### src/rtl/serial_add_ctrl.sv
// ---------------------------------------------------------------------------
// serial_add_ctrl
//
// This block adds two WIDTH-bit operands through a single one-bit full-adder
// cell. It processes one bit per clock, starting with the LSB. It owns the
// operand shift registers, the carry flop, the bit counter, the result shift
// register and the start/done handshake.
//
// Timing:
//   - An accepted start at edge E0 loads the operands and enters RUN.
//   - Edges E1..E_WIDTH each resolve one bit.
//   - done is high for the single cycle that follows E_WIDTH.
//
// Optional feature:
//   - Defining SERIAL_ADD_OVF_EN adds the ovf output, which reports signed
//     two's-complement overflow.
//   - Without that macro the port and its logic are absent.
//
// Ports:
//   clk    in   1      rising-edge clock
//   rst_n  in   1      synchronous reset, active-low
//   start  in   1      request pulse, sampled only in IDLE
//   a      in   WIDTH  operand A, captured on accepted start
//   b      in   WIDTH  operand B, captured on accepted start
//   cin    in   1      carry-in, captured on accepted start
//   busy   out  1      high while an addition is in progress
//   done   out  1      one-cycle pulse, result valid
//   sum    out  WIDTH  result, held until the next accepted start
//   cout   out  1      final carry-out, held with sum
//   ovf    out  1      signed overflow (SERIAL_ADD_OVF_EN only)
// ---------------------------------------------------------------------------
module serial_add_ctrl #(
    parameter int WIDTH = 8
) (
    input  logic             clk,
    input  logic             rst_n,
    input  logic             start,
    input  logic [WIDTH-1:0] a,
    input  logic [WIDTH-1:0] b,
    input  logic             cin,
    output logic             busy,
    output logic             done,
    output logic [WIDTH-1:0] sum,
`ifdef SERIAL_ADD_OVF_EN
    output logic             cout,
    output logic             ovf
`else
    output logic             cout
`endif
);

    localparam int               CNT_W    = $clog2(WIDTH + 1);
    localparam logic [CNT_W-1:0] LAST_BIT = CNT_W'(WIDTH - 1);

    typedef enum logic {
        IDLE = 1'b0,
        RUN  = 1'b1
    } state_t;

    state_t           state;
    state_t           state_next;

    logic [WIDTH-1:0] op_a;
    logic [WIDTH-1:0] op_b;
    logic             carry;
    logic [CNT_W-1:0] cnt;
    logic [WIDTH-1:0] sum_sr;
    logic             cout_r;
    logic             done_r;

    // Control strobes from the output decoder
    logic             load;
    logic             step;
    logic             last_bit;

    // The shared one-bit adder cell
    logic             fa_s;
    logic             fa_c;

    function automatic logic fa_sum(input logic x, input logic y, input logic ci);
        return x ^ y ^ ci;
    endfunction

    function automatic logic fa_carry(input logic x, input logic y, input logic ci);
        return (x & y) | (x & ci) | (y & ci);
    endfunction

    assign fa_s     = fa_sum(op_a[0], op_b[0], carry);
    assign fa_c     = fa_carry(op_a[0], op_b[0], carry);
    assign last_bit = (cnt == LAST_BIT);

    // ---------------- state register ----------------
    always_ff @(posedge clk) begin
        if (!rst_n) begin
            state <= IDLE;
        end else begin
            state <= state_next;
        end
    end

    // ---------------- next-state logic ----------------
    always_comb begin
        state_next = state;
        case (state)
            IDLE:    if (start)    state_next = RUN;
            RUN:     if (last_bit) state_next = IDLE;
            default:               state_next = IDLE;
        endcase
    end

    // ---------------- output / strobe decode ----------------
    always_comb begin
        busy = 1'b0;
        load = 1'b0;
        step = 1'b0;
        case (state)
            IDLE: begin
                load = start;
            end
            RUN: begin
                busy = 1'b1;
                step = 1'b1;
            end
            default: begin
                busy = 1'b0;
            end
        endcase
    end

    // ---------------- datapath ----------------
    // The result register is not cleared on load. Previous result bits stay
    // visible until the first RUN edge starts shifting the new bits in.
    // This register shifts right and the new bit enters at the MSB, so after
    // WIDTH shifts the first (LSB) bit has reached position 0.
    always_ff @(posedge clk) begin
        if (!rst_n) begin
            op_a   <= '0;
            op_b   <= '0;
            carry  <= 1'b0;
            cnt    <= '0;
            sum_sr <= '0;
            cout_r <= 1'b0;
            done_r <= 1'b0;
        end else begin
            done_r <= 1'b0;
            if (load) begin
                op_a  <= a;
                op_b  <= b;
                carry <= cin;
                cnt   <= '0;
            end else if (step) begin
                op_a   <= op_a >> 1;
                op_b   <= op_b >> 1;
                sum_sr <= (sum_sr >> 1) | (WIDTH'(fa_s) << (WIDTH - 1));
                carry  <= fa_c;
                cnt    <= cnt + CNT_W'(1);
                if (last_bit) begin
                    cout_r <= fa_c;
                    done_r <= 1'b1;
                end
            end
        end
    end

`ifdef SERIAL_ADD_OVF_EN
    logic ovf_r;

    // At the last bit, the carry register holds the carry into the MSB and
    // fa_c is the carry out of the MSB. Their XOR is signed overflow.
    always_ff @(posedge clk) begin
        if (!rst_n) begin
            ovf_r <= 1'b0;
        end else if (load) begin
            ovf_r <= 1'b0;
        end else if (step && last_bit) begin
            ovf_r <= carry ^ fa_c;
        end
    end

    assign ovf = ovf_r;
`endif

    assign sum  = sum_sr;
    assign cout = cout_r;
    assign done = done_r;

endmodule

### config.mk
export PLATFORM = sky130hd
export DESIGN_NAME = serial_add_ctrl
export DESIGN_NICKNAME = d
export VERILOG_FILES = /design/src/rtl/serial_add_ctrl.sv
export SDC_FILE = /design/constraint.sdc
export NUM_CORES = 1
export LEC_CHECK = 0
export BUFFER_PORTS_ARGS = -buffer_cell sky130_fd_sc_hd__buf_2
export CAP_MARGIN = 20
export CORE_MARGIN = 5
export CORE_UTILIZATION = 53
export CTS_CLUSTER_DIAMETER = 50
export DETAILED_ROUTE_END_ITERATION = 6
export GPL_TIMING_DRIVEN = 0
export MAX_ROUTING_LAYER = met4
export PLACE_DENSITY = 0.88
export REMOVE_ABC_BUFFERS = 1
export SLEW_MARGIN = 20
export SYNTH_ARGS = -nofsm -noshare
export SYNTH_HDL_FRONTEND = slang
export SYNTH_SLANG_ARGS = --single-unit
### constraint.sdc
create_clock -name clk -period 1.6 [get_ports clk]
set_clock_uncertainty 0.05 [all_clocks]
set_input_delay 0.32 -clock clk [delete_from_list [all_inputs] [get_ports clk]]
set_output_delay 0.32 -clock clk [all_outputs]
set_load 0.01 [all_outputs]
==> results.py, run 1 <==
metrics = {
    "worst_setup_path": {
        "critical-path-slowest-cell": "sky130_fd_sc_hd__dfxtp_4",
        "reg2reg_depth": 4,
        "worst_ep_required_time_ns": 1.23,
        "critical_path.n_buffers_inverters": 2,
        "timing.critical_path.cells": "buf_16 -> buf_2",
        "critical_path.endpoint_type": "output port",
        "cp.arrival_ns": 1.08,
        "rr_startpoint": "state",
        "cpLargestDelayFamily": "flip-flops",
        "setup.reg_to_reg.worst_slack_ns": 0.32,
        "worst-setup-path-type": "reg2out",
        "worst-path-max-fanout": 32,
        "worst_r2r_endpoint": "cout",
        "cp_slowest_stage_delay_ns": 0.40,
        "startpoint_type": "register",
    },
    "grt": {
        "global_route.usage.total": 0.1443,
        "global_route.usage.met3": 0.04676,
        "grt.overflow.total": 0,
        "first_global_vias": 1015,
        "global_route.usage.met2": 0.2370,
        "globalRouteMet1Util": 0.1456,
        "antenna_found_initial": 0,
        "global_route.peak_usage_layer": "met2",
        "grt_first_pass_wirelength_um": 4409,
        "pin_count_of_the_biggest_net_entering_global_routing": 33,
    },
    "timing": {
        "grt_setup_unrepaired": "no",
        "final_ws_setup_ns": 0.1523,
        "finalWorstPathRequiredPeriod_ns": 1.448,
        "slew-limit-headroom": 0.6185,
        "final.period_utilization": 0.9048,
        "final-setup-viol-count": 0,
        "maxSlewViolCount": 0,
        "hold_viol_final": 0,
        "worstMarginPinSlew_ns": 0.5722,
        "fmax_mhz": 690.7,
        "fin_worst_hold_slack_ns": 0.1864,
    },
    "route": {
        "post_detailed_route_wirelength_per_cell_um": 12.23,
        "drc_errors": 0,
        "drt_first_pass_iters": 2,
        "dr_total_vias": 1050,
        "post_drt_via_cell_ratio": 5.048,
        "postRouteWirelength_um": 2544,
        "drtAntennaViolNets": 0,
        "drt_iter0_markers": 41,
    },
    "clocking": {
        "cts_tree": "done",
        "cts.root.buffer_cell": "sky130_fd_sc_hd__clkbuf_4",
        "tritoncts.num_buffers": 5,
        "cts_hold_buffers": 0,
        "clk_path_buf_depth": 2,
        "clk_latency_ns": 0.32,
        "ctsHtreeMaxLevel": 2,
        "cts.sinks": 32,
        "clk_transition_reported_paths_ns": 0.09,
    },
    "placement": {
        "port_buffers": 30,
        "dpl_worst_slack_ns": 0.1125,
        "globalplace.congestion": 0.6880,
    },
    "pwr": {
        "internal-power_w": 0.001145,
        "netsw_w": 0.0003612,
        "p_clk_frac": 0.311,
        "vdd_drop_max_uv": 546.9,
        "power.share.combinational": 0.121,
        "power_density_nw_per_um2": 914.0,
        "leakagePower_nw": 0.7406,
        "power.sequential.fraction": 0.567,
        "power.share.switching": 0.2398,
    },
    "floorplan": {
        "fp.dieW_um": 62.71,
        "core_area_um2": 2710,
        "start_util": 0.5434,
        "num_rows": 19,
        "die-area_um2": 3933,
        "die_h_um": 62.71,
        "number_of_i_o_pins": 31,
    },
    "outcome": {
        "outcome": "completed",
    },
    "final_layout": {
        "final.fill_count": 260,
        "multiInputGateArea_um2": 713.2,
        "post_synthesis_to_final_layout_area_growth_pct": 11.89,
        "seqCellArea_um2": 644.4,
        "post_route_cells_drive_above_1_share": 0.2316,
        "layout_commonest_cell": "sky130_fd_sc_hd__dfxtp_1",
        "final_nets": 198,
        "commonest_cells_after_routing_fill_and_taps_aside": "sky130_fd_sc_hd__dfxtp_1 (31), sky130_fd_sc_hd__buf_2 (30), sky130_fd_sc_hd__mux2i_1 (27)",
        "n_diodes": 0,
    },
    "synth": {
        "netlist_area_um2": 1473,
        "register_area_share_after_synthesis": 0.4350,
        "post_synth_inst_count": 146,
        "yosys.cell_types.count": 22,
        "synth.ff_latch_count": 32,
        "synth_area_per_cell_um2": 10.09,
        "yosysWarnings": 0,
    },
    "hold_path": {
        "hold_path_depth": 3,
        "min_from": "a[7]",
        "hold_path.class": "in2reg",
        "hold_path_end": "op_a[7]",
    },
    "flow_run": {
        "max_cap_viol_count": 0,
    },
}
==> state kept, by name, indices dropped and copies added, names as in the netlist <==
signal  count
op_a        8
cout        1
cnt         4
sum         8
op_b        8
state       1
carry       1
done        1
==> metal layers <==
layer | wire length [µm] | part of all wire
met4 | 57 | 0.022
met1 | 1118 | 0.44
met2 | 1255 | 0.49
met5 | 0 | 0
met3 | 113 | 0.044
==> kinds of logic (layout without fill, tap and decap cells) <==
kind of cell	count (synthesis)	in the layout	share of synthesized area
AO/OA/AOI/OAI	20	20	0.06966
flip-flops	32	32	0.4350
adder cells (fa/ha/maj)	2	2	0.02209
buffers and inverters	10	41	0.08071
multiplexers	27	27	0.1835
XOR/XNOR	1	1	0.005948
AND/OR/NAND/NOR	54	54	0.2031
==> timing repair <==
item / CTS / global route
resized for setup: 1 / 0
pin swaps: 0 / 0
setup buffers: 0 / 2
endpoints found under the setup margin: 1 / 1
==> power by group through the flow <==
stage / logic, W / registers, W / clock network (W)
floorplan: 0.0000905 / 0.000885 / 0
global placement: 0.000143 / 0.000890 / 0
detailed placement: 0.000173 / 0.000880 / 0
CTS: 0.000174 / 0.000861 / 0.000489
global route: 0.000205 / 0.000860 / 0.000536
finish: 0.000183 / 0.000854 / 0.000469
==> final cells by class <==
cell class,count,share of cell area
flip-flops and latches,32,0.3910
repair buffers,33,0.1169
well taps,31,0.02354
multi-input cells,104,0.4328
clock buffers,8,0.03569
==> tightest hold or removal path, cell delays in order <==
cell and delay (ns):
sky130_fd_sc_hd__buf_2 0.07, sky130_fd_sc_hd__mux2i_1 0.05, sky130_fd_sc_hd__nor2_1 0.08
==> stage by stage <==
step	instance area [µm²]	utilization	total power, W	TNS, ns	instances
after global placement	1543	0.5693	0.001033	-10.08	197
after global routing	1648	0.6080	0.001601	0	208
final	1648	0.6080	0.001506	0	208
after CTS	1633	0.6025	0.001524	0	206
after floorplan	1354	-	0.0009752	-3.053	136
after detailed placement	1572	0.5799	0.001053	0	198
==> Yosys cell counts <==
cell type	count	area (µm²)
sky130_fd_sc_hd__nor3b_1	3	22.52
sky130_fd_sc_hd__o21a_1	1	7.510
sky130_fd_sc_hd__mux2i_1	27	270.3
sky130_fd_sc_hd__nand2b_1	1	6.260
sky130_fd_sc_hd__nor2_1	3	11.26
sky130_fd_sc_hd__bufbuf_16	1	32.53
sky130_fd_sc_hd__nor2b_1	12	75.07
sky130_fd_sc_hd__o21ai_1	15	75.07
sky130_fd_sc_hd__dfxtp_1	32	640.6
sky130_fd_sc_hd__nand2_1	16	60.06
sky130_fd_sc_hd__xor2_1	1	8.760
sky130_fd_sc_hd__and2_1	16	100.1
sky130_fd_sc_hd__clkbuf_1	3	11.26
sky130_fd_sc_hd__and2b_2	1	8.760
sky130_fd_sc_hd__a21oi_1	3	15.01
sky130_fd_sc_hd__buf_6	4	45.04
sky130_fd_sc_hd__buf_8	2	30.03
sky130_fd_sc_hd__o21ai_0	1	5.000
sky130_fd_sc_hd__ha_1	1	12.51
sky130_fd_sc_hd__nand3_1	1	5.000
sky130_fd_sc_hd__and4b_1	1	10.01
sky130_fd_sc_hd__fa_1	1	20.02
==> worst max-delay path by stage <==
stage / startpoint / to / slack [ns] / cells past startpoint
after floorplan: state / cout / -0.37 / 3
after global placement: state / cout / -0.60 / 3
after detailed placement: state / cout / 0.11 / 4
after CTS: state / busy / 0.02 / 2
after global routing: state / busy / 0.09 / 2
final: state / busy / 0.15 / 2
(Power assumes the default switching activity.)
==> inputs of run 2 (changes only) <==
--- a/config.mk
+++ b/config.mk
@@ -7,13 +7,15 @@
 export LEC_CHECK = 0
 export BUFFER_PORTS_ARGS = -buffer_cell sky130_fd_sc_hd__buf_2
 export CAP_MARGIN = 20
+export CELL_PAD_IN_SITES_DETAIL_PLACEMENT = 0
+export CELL_PAD_IN_SITES_GLOBAL_PLACEMENT = 2
 export CORE_MARGIN = 5
-export CORE_UTILIZATION = 53
+export CORE_UTILIZATION = 30
 export CTS_CLUSTER_DIAMETER = 50
 export DETAILED_ROUTE_END_ITERATION = 6
 export GPL_TIMING_DRIVEN = 0
 export MAX_ROUTING_LAYER = met4
-export PLACE_DENSITY = 0.88
+export PLACE_DENSITY = 0.84
 export REMOVE_ABC_BUFFERS = 1
 export SLEW_MARGIN = 20
 export SYNTH_ARGS = -nofsm -noshare
==> constraint.sdc (replaced) <==
create_clock -name clk -period 1.17 [get_ports clk]
set_clock_uncertainty 0.05 [all_clocks]
set_input_delay 0.234 -clock clk [delete_from_list [all_inputs] [get_ports clk]]
set_output_delay 0.234 -clock clk [all_outputs]
set_load 0.01 [all_outputs]
==> run 2 against run 1 <==
Compared with the run above: routed wire length grew 6.1%; via count fell by 2.3%; final area up 5.1%; critical path depth up 1; global-route usage fell by 4.7 points; clock-buffer cell count is 3 lower; die area grew 63%; critical path type is now reg2reg; sequential power grew 37%.
==> results.py, run 2 (synthesized netlist as in run 1, its figures left out) <==
metrics = {
    "worst_setup_path": {
        "worst_ep_required_time_ns": 1.33,
        "worst-setup-path-type": "reg2reg",
        "startpoint_type": "register",
        "cp.arrival_ns": 1.32,
        "worst-path-max-fanout": 2,
        "critical_path.endpoint_type": "register",
    },
    "timing": {
        "worstMarginPinSlew_ns": 0.5890,
        "fmax_mhz": 865.1,
        "final.period_utilization": 0.9879,
        "hold_viol_final": 0,
        "slew-limit-headroom": 0.6073,
        "final-setup-viol-count": 0,
        "maxSlewViolCount": 0,
        "final_ws_setup_ns": 0.01410,
        "finalWorstPathRequiredPeriod_ns": 1.156,
        "grt_setup_unrepaired": "yes",
    },
    "grt": {
        "antenna_found_initial": 0,
        "global_route.usage.total": 0.09761,
        "pin_count_of_the_biggest_net_entering_global_routing": 34,
        "first_global_vias": 1103,
        "grt_first_pass_wirelength_um": 4705,
        "grt.overflow.total": 0,
    },
    "route": {
        "postRouteWirelength_um": 2699,
        "drt_first_pass_iters": 4,
        "m1WireLength_um": 1339,
        "highest-signal-layer": "met4",
        "dr_total_vias": 1026,
        "route.met2.wl_um": 1243,
        "drc_errors": 0,
        "drt_iter0_markers": 87,
        "post_drt_via_cell_ratio": 4.222,
        "post_detailed_route_wirelength_per_cell_um": 11.11,
        "drtAntennaViolNets": 0,
        "met3_layer_wire_length_in_the_routed_design_um": 85,
    },
    "final_layout": {
        "n_diodes": 0,
        "layout_commonest_cell": "sky130_fd_sc_hd__buf_2",
        "post_synthesis_to_final_layout_area_growth_pct": 17.59,
        "design_area_um2": 1732,
        "commonest_cells_after_routing_fill_and_taps_aside": "sky130_fd_sc_hd__buf_2 (30), sky130_fd_sc_hd__mux2i_1 (27), sky130_fd_sc_hd__dfxtp_1 (27)",
        "post_route_cells_drive_above_1_share": 0.2784,
        "final_nets": 200,
        "stdcell_count": 243,
    },
    "placement": {
        "dpl_worst_slack_ns": -0.2183,
        "post_dp_cell_area_um2": 1609,
        "dp_cells": 234,
        "port_buffers": 30,
        "globalplace.congestion": 0.7081,
        "dpl.hpwl_um": 1747,
    },
    "pwr": {
        "vdd_drop_max_uv": 643.2,
        "power_density_nw_per_um2": 1252,
        "leakagePower_nw": 0.7480,
    },
    "flow_run": {
        "max_cap_viol_count": 0,
    },
    "clocking": {
        "clk_latency_ns": 0.27,
        "cts.root.buffer_cell": "sky130_fd_sc_hd__clkbuf_8",
        "cts_tree": "done",
        "clk_path_buf_depth": 2,
        "ctsHtreeMaxLevel": 2,
        "tritoncts.num_buffers": 5,
        "clk_transition_reported_paths_ns": 0.06,
        "cts.sinks": 32,
    },
    "floorplan": {
        "die_h_um": 80.07,
        "num_rows": 25,
        "die-area_um2": 6410,
        "start_util": 0.3097,
        "number_of_i_o_pins": 31,
        "fp.dieW_um": 80.07,
        "core_area_um2": 4755,
    },
    "outcome": {
        "outcome": "completed",
    },
    "hold_path": {
        "hold_path.class": "in2reg",
    },
}
==> run 2: cell type report <==
cell class | instances | area, µm²
multi-input combinational | 104 | 729.5
fill | 508 | 3023
timing repair buffer | 35 | 200.2
tap | 67 | 83.83
clock buffer | 5 | 68.82
sequential | 32 | 649.4
==> run 2: path summary, 6_finish.rpt <==
kind / cells after the start / startpoint / slack, ns / to
setup / recovery: 3 / op_b[0] / 0.01 / sum[7]
hold / removal: 3 / b[7] / 0.15 / op_b[7]
setup reg to reg: 3 / op_b[0] / 0.01 / sum[7]
hold reg to reg: 2 / cnt[3] / 0.43 / cnt[3]
==> run 2: per-stage QoR <==
| step | setup TNS, ns | power (W) | hold WS, ns | utilization |
|---|---|---|---|---|
| after floorplan | -17.11 | 0.001334 | 0.3057 | - |
| after global placement | -28.98 | 0.001428 | 0.4222 | 0.3339 |
| after detailed placement | -3.729 | 0.001438 | 0.4295 | 0.3384 |
| after CTS | 0 | 0.002202 | 0.1406 | 0.3618 |
| after global routing | -0.07130 | 0.002289 | 0.1537 | 0.3642 |
| final | 0 | 0.002168 | 0.1467 | 0.3642 |
==> run 2: critical path, stage by stage, from the launching register on <==
cell,delay [ns]
sky130_fd_sc_hd__dfxtp_2,0.33
sky130_fd_sc_hd__fa_2,0.55
sky130_fd_sc_hd__mux2i_1,0.06
sky130_fd_sc_hd__nor2b_1,0.10
==> run 2: timing repair <==
action | 4_1_cts | 5_1_grt
pin swaps | 0 | 2
gates resized for setup | 7 | 2
hold buffers | 0 | 0
setup endpoints to repair | 21 | 3
setup buffers | 4 | 0
==> run 2: routing by layer <==
layer	vias to the layer above	track usage
met4	0	0.04054
met2	17	0.1515
li1	550	-
met5	-	-
met3	5	0.03363
met1	454	0.1153
==> run 2: where the power goes <==
group          internal [W]  total (W)  switching, W  leakage [nW]
logic              0.000136   0.000256      0.000120         0.449
clock network      0.000383   0.000741      0.000359        0.0359
registers           0.00114    0.00117     0.0000318         0.263
total               0.00166    0.00217      0.000510         0.748
==> inputs of run 3 (changes only) <==
--- a/config.mk
+++ b/config.mk
@@ -9,13 +9,13 @@
 export CAP_MARGIN = 20
 export CELL_PAD_IN_SITES_DETAIL_PLACEMENT = 0
 export CELL_PAD_IN_SITES_GLOBAL_PLACEMENT = 2
-export CORE_MARGIN = 5
-export CORE_UTILIZATION = 30
+export CORE_UTILIZATION = 33
 export CTS_CLUSTER_DIAMETER = 50
 export DETAILED_ROUTE_END_ITERATION = 6
 export GPL_TIMING_DRIVEN = 0
 export MAX_ROUTING_LAYER = met4
-export PLACE_DENSITY = 0.84
+export PLACE_DENSITY = 0.88
+export RECOVER_POWER = 25
 export REMOVE_ABC_BUFFERS = 1
 export SLEW_MARGIN = 20
 export SYNTH_ARGS = -nofsm -noshare
==> constraint.sdc (replaced) <==
create_clock -name clk -period 1.2 [get_ports clk]
set_clock_uncertainty 0.05 [all_clocks]
set_input_delay 0.24 -clock clk [delete_from_list [all_inputs] [get_ports clk]]
set_output_delay 0.24 -clock clk [all_outputs]
set_load 0.01 [all_outputs]
==> run 3 against run 2 <==
Compared with the run above: die area shrank 26%; sequential power hardly changed; final area up 9.0%; largest cell class unchanged; highest routed layer unchanged.
==> results.py, run 3 (synthesized netlist as in run 1, its figures left out) <==
metrics = {
    "outcome": {
        "outcome": "completed",
    },
    "route": {
        "drtAntennaViolNets": 0,
        "dr_total_vias": 1135,
        "drt_first_pass_iters": 4,
        "post_drt_via_cell_ratio": 4.789,
        "post_detailed_route_wirelength_per_cell_um": 13.40,
        "drc_errors": 0,
        "drt_iter0_markers": 35,
        "postRouteWirelength_um": 3175,
    },
    "floorplan": {
        "die-area_um2": 4733,
        "die_h_um": 68.80,
        "core_area_um2": 4144,
        "number_of_i_o_pins": 31,
        "fp.dieW_um": 68.80,
        "num_rows": 23,
        "start_util": 0.3554,
    },
    "clocking": {
        "clk_path_buf_depth": 2,
        "cts_tree": "done",
        "cts.sinks": 32,
        "clk_latency_ns": 0.28,
        "tritoncts.num_buffers": 5,
        "clk_transition_reported_paths_ns": 0.07,
        "ctsHtreeMaxLevel": 2,
        "cts.root.buffer_cell": "sky130_fd_sc_hd__clkbuf_8",
    },
    "placement": {
        "globalplace.congestion": 0.6597,
        "port_buffers": 30,
        "dpl.hpwl_um": 1809,
        "dp_cells": 217,
    },
    "flow_run": {
        "max_cap_viol_count": 0,
    },
    "grt": {
        "antenna_found_initial": 0,
        "grt_first_pass_wirelength_um": 4926,
        "global_route.usage.total": 0.1517,
        "pin_count_of_the_biggest_net_entering_global_routing": 32,
        "first_global_vias": 1131,
        "grt.overflow.total": 0,
    },
    "worst_setup_path": {
        "setup.reg_to_reg.worst_slack_ns": 0.05,
        "startpoint_type": "register",
        "worst-path-max-fanout": 5,
        "worst-setup-path-type": "reg2out",
        "cp.arrival_ns": 0.89,
        "critical_path.endpoint_type": "output port",
        "worst_ep_required_time_ns": 0.91,
        "reg2reg_depth": 4,
        "worst_r2r_endpoint": "cout",
        "rr_startpoint": "cnt[0]",
    },
    "hold_path": {
        "hold_path_depth": 3,
        "min_from": "b[7]",
        "hold_path.class": "in2reg",
        "hold_path_end": "op_b[7]",
    },
    "timing": {
        "maxSlewViolCount": 0,
        "fin_worst_hold_slack_ns": 0.1763,
        "final-setup-viol-count": 0,
        "finalWorstPathRequiredPeriod_ns": 1.180,
        "worstMarginPinSlew_ns": 0.5931,
        "final.period_utilization": 0.9834,
        "fmax_mhz": 847.4,
        "slew-limit-headroom": 0.6046,
        "hold_viol_final": 0,
        "final.setup.tns_ns": 0,
        "grt_setup_unrepaired": "yes",
    },
    "final_layout": {
        "n_diodes": 0,
        "commonest_cells_after_routing_fill_and_taps_aside": "sky130_fd_sc_hd__buf_2 (29), sky130_fd_sc_hd__mux2i_1 (27), sky130_fd_sc_hd__dfxtp_1 (27)",
        "post_route_cells_drive_above_1_share": 0.3209,
        "stdcell_count": 237,
        "post_synthesis_to_final_layout_area_growth_pct": 28.21,
        "postLayoutCoreUtil": 0.4556,
        "final.fill_count": 409,
        "final_nets": 208,
        "layout_commonest_cell": "sky130_fd_sc_hd__buf_2",
    },
    "pwr": {
        "vdd_drop_max_uv": 934.9,
        "leakagePower_nw": 0.8390,
        "power_density_nw_per_um2": 1315,
    },
}
-- run 3: final cells by class --
class                           instances  area [µm²]  share of cell area
Multi-Input combinational cell        104       733.2              0.3883
Sequential cell                        32       651.9              0.3453
Clock buffer                            5       68.82             0.03645
Tap cell                               50       62.56             0.03313
Clock inverter                          3       42.54             0.02253
Timing Repair Buffer                   43       329.1              0.1743
-- run 3: metrics by stage --
step	area, µm²	worst slack [ns]	total power, W
5_1_grt	1888	-0.01600	0.002606
4_1_cts	1804	0.003162	0.002471
2_1_floorplan	1354	-0.7735	0.001300
3_5_place_dp	1588	-0.2409	0.001402
3_3_place_gp	1567	-1.081	0.001383
6_report	1888	0.01989	0.002483
-- run 3: worst max-delay path by stage --
stage / to / cells past startpoint / start / slack [ns]
after CTS: busy / 2 / state / 0.003
after global routing: busy / 2 / state / -0.02
after global placement: cout / 3 / state / -1.08
after floorplan: cout / 3 / state / -0.77
final: busy / 2 / state / 0.02
after detailed placement: cout / 4 / state / -0.24
-- run 3: power breakdown --
| group | leakage, nW | switching [W] | internal, W |
|---|---|---|---|
| clock | 0.0541 | 0.000402 | 0.000614 |
| combinational | 0.521 | 0.000138 | 0.000187 |
| sequential | 0.264 | 0.0000330 | 0.00111 |
| total | 0.839 | 0.000574 | 0.00191 |
-- run 3: metal layers --
| layer | track usage | share of wire | vias up | routed length, µm |
|---|---|---|---|---|
| met5 | - | 0 | - | 0 |
| met4 | 0.04847 | 0.0098 | 0 | 31 |
| met3 | 0.05921 | 0.038 | 5 | 120 |
| met2 | 0.2537 | 0.51 | 21 | 1610 |
| met1 | 0.1653 | 0.45 | 543 | 1413 |
| li1 | - | - | 566 | - |
-- run 3: what timing repair did --
item	in CTS	in global routing
hold buffers	0	0
gates cloned	2	1
setup endpoints to repair	7	5
gates resized for setup	6	6
setup buffers	4	5
pin swaps	1	3
endpoints found under the hold margin	0	0
-- run 3: worst max-delay path, cell delays in order, from the launching register on --
cell	delay [ns]
sky130_fd_sc_hd__dfxtp_4	0.37
sky130_fd_sc_hd__buf_12	0.13
sky130_fd_sc_hd__buf_6	0.11
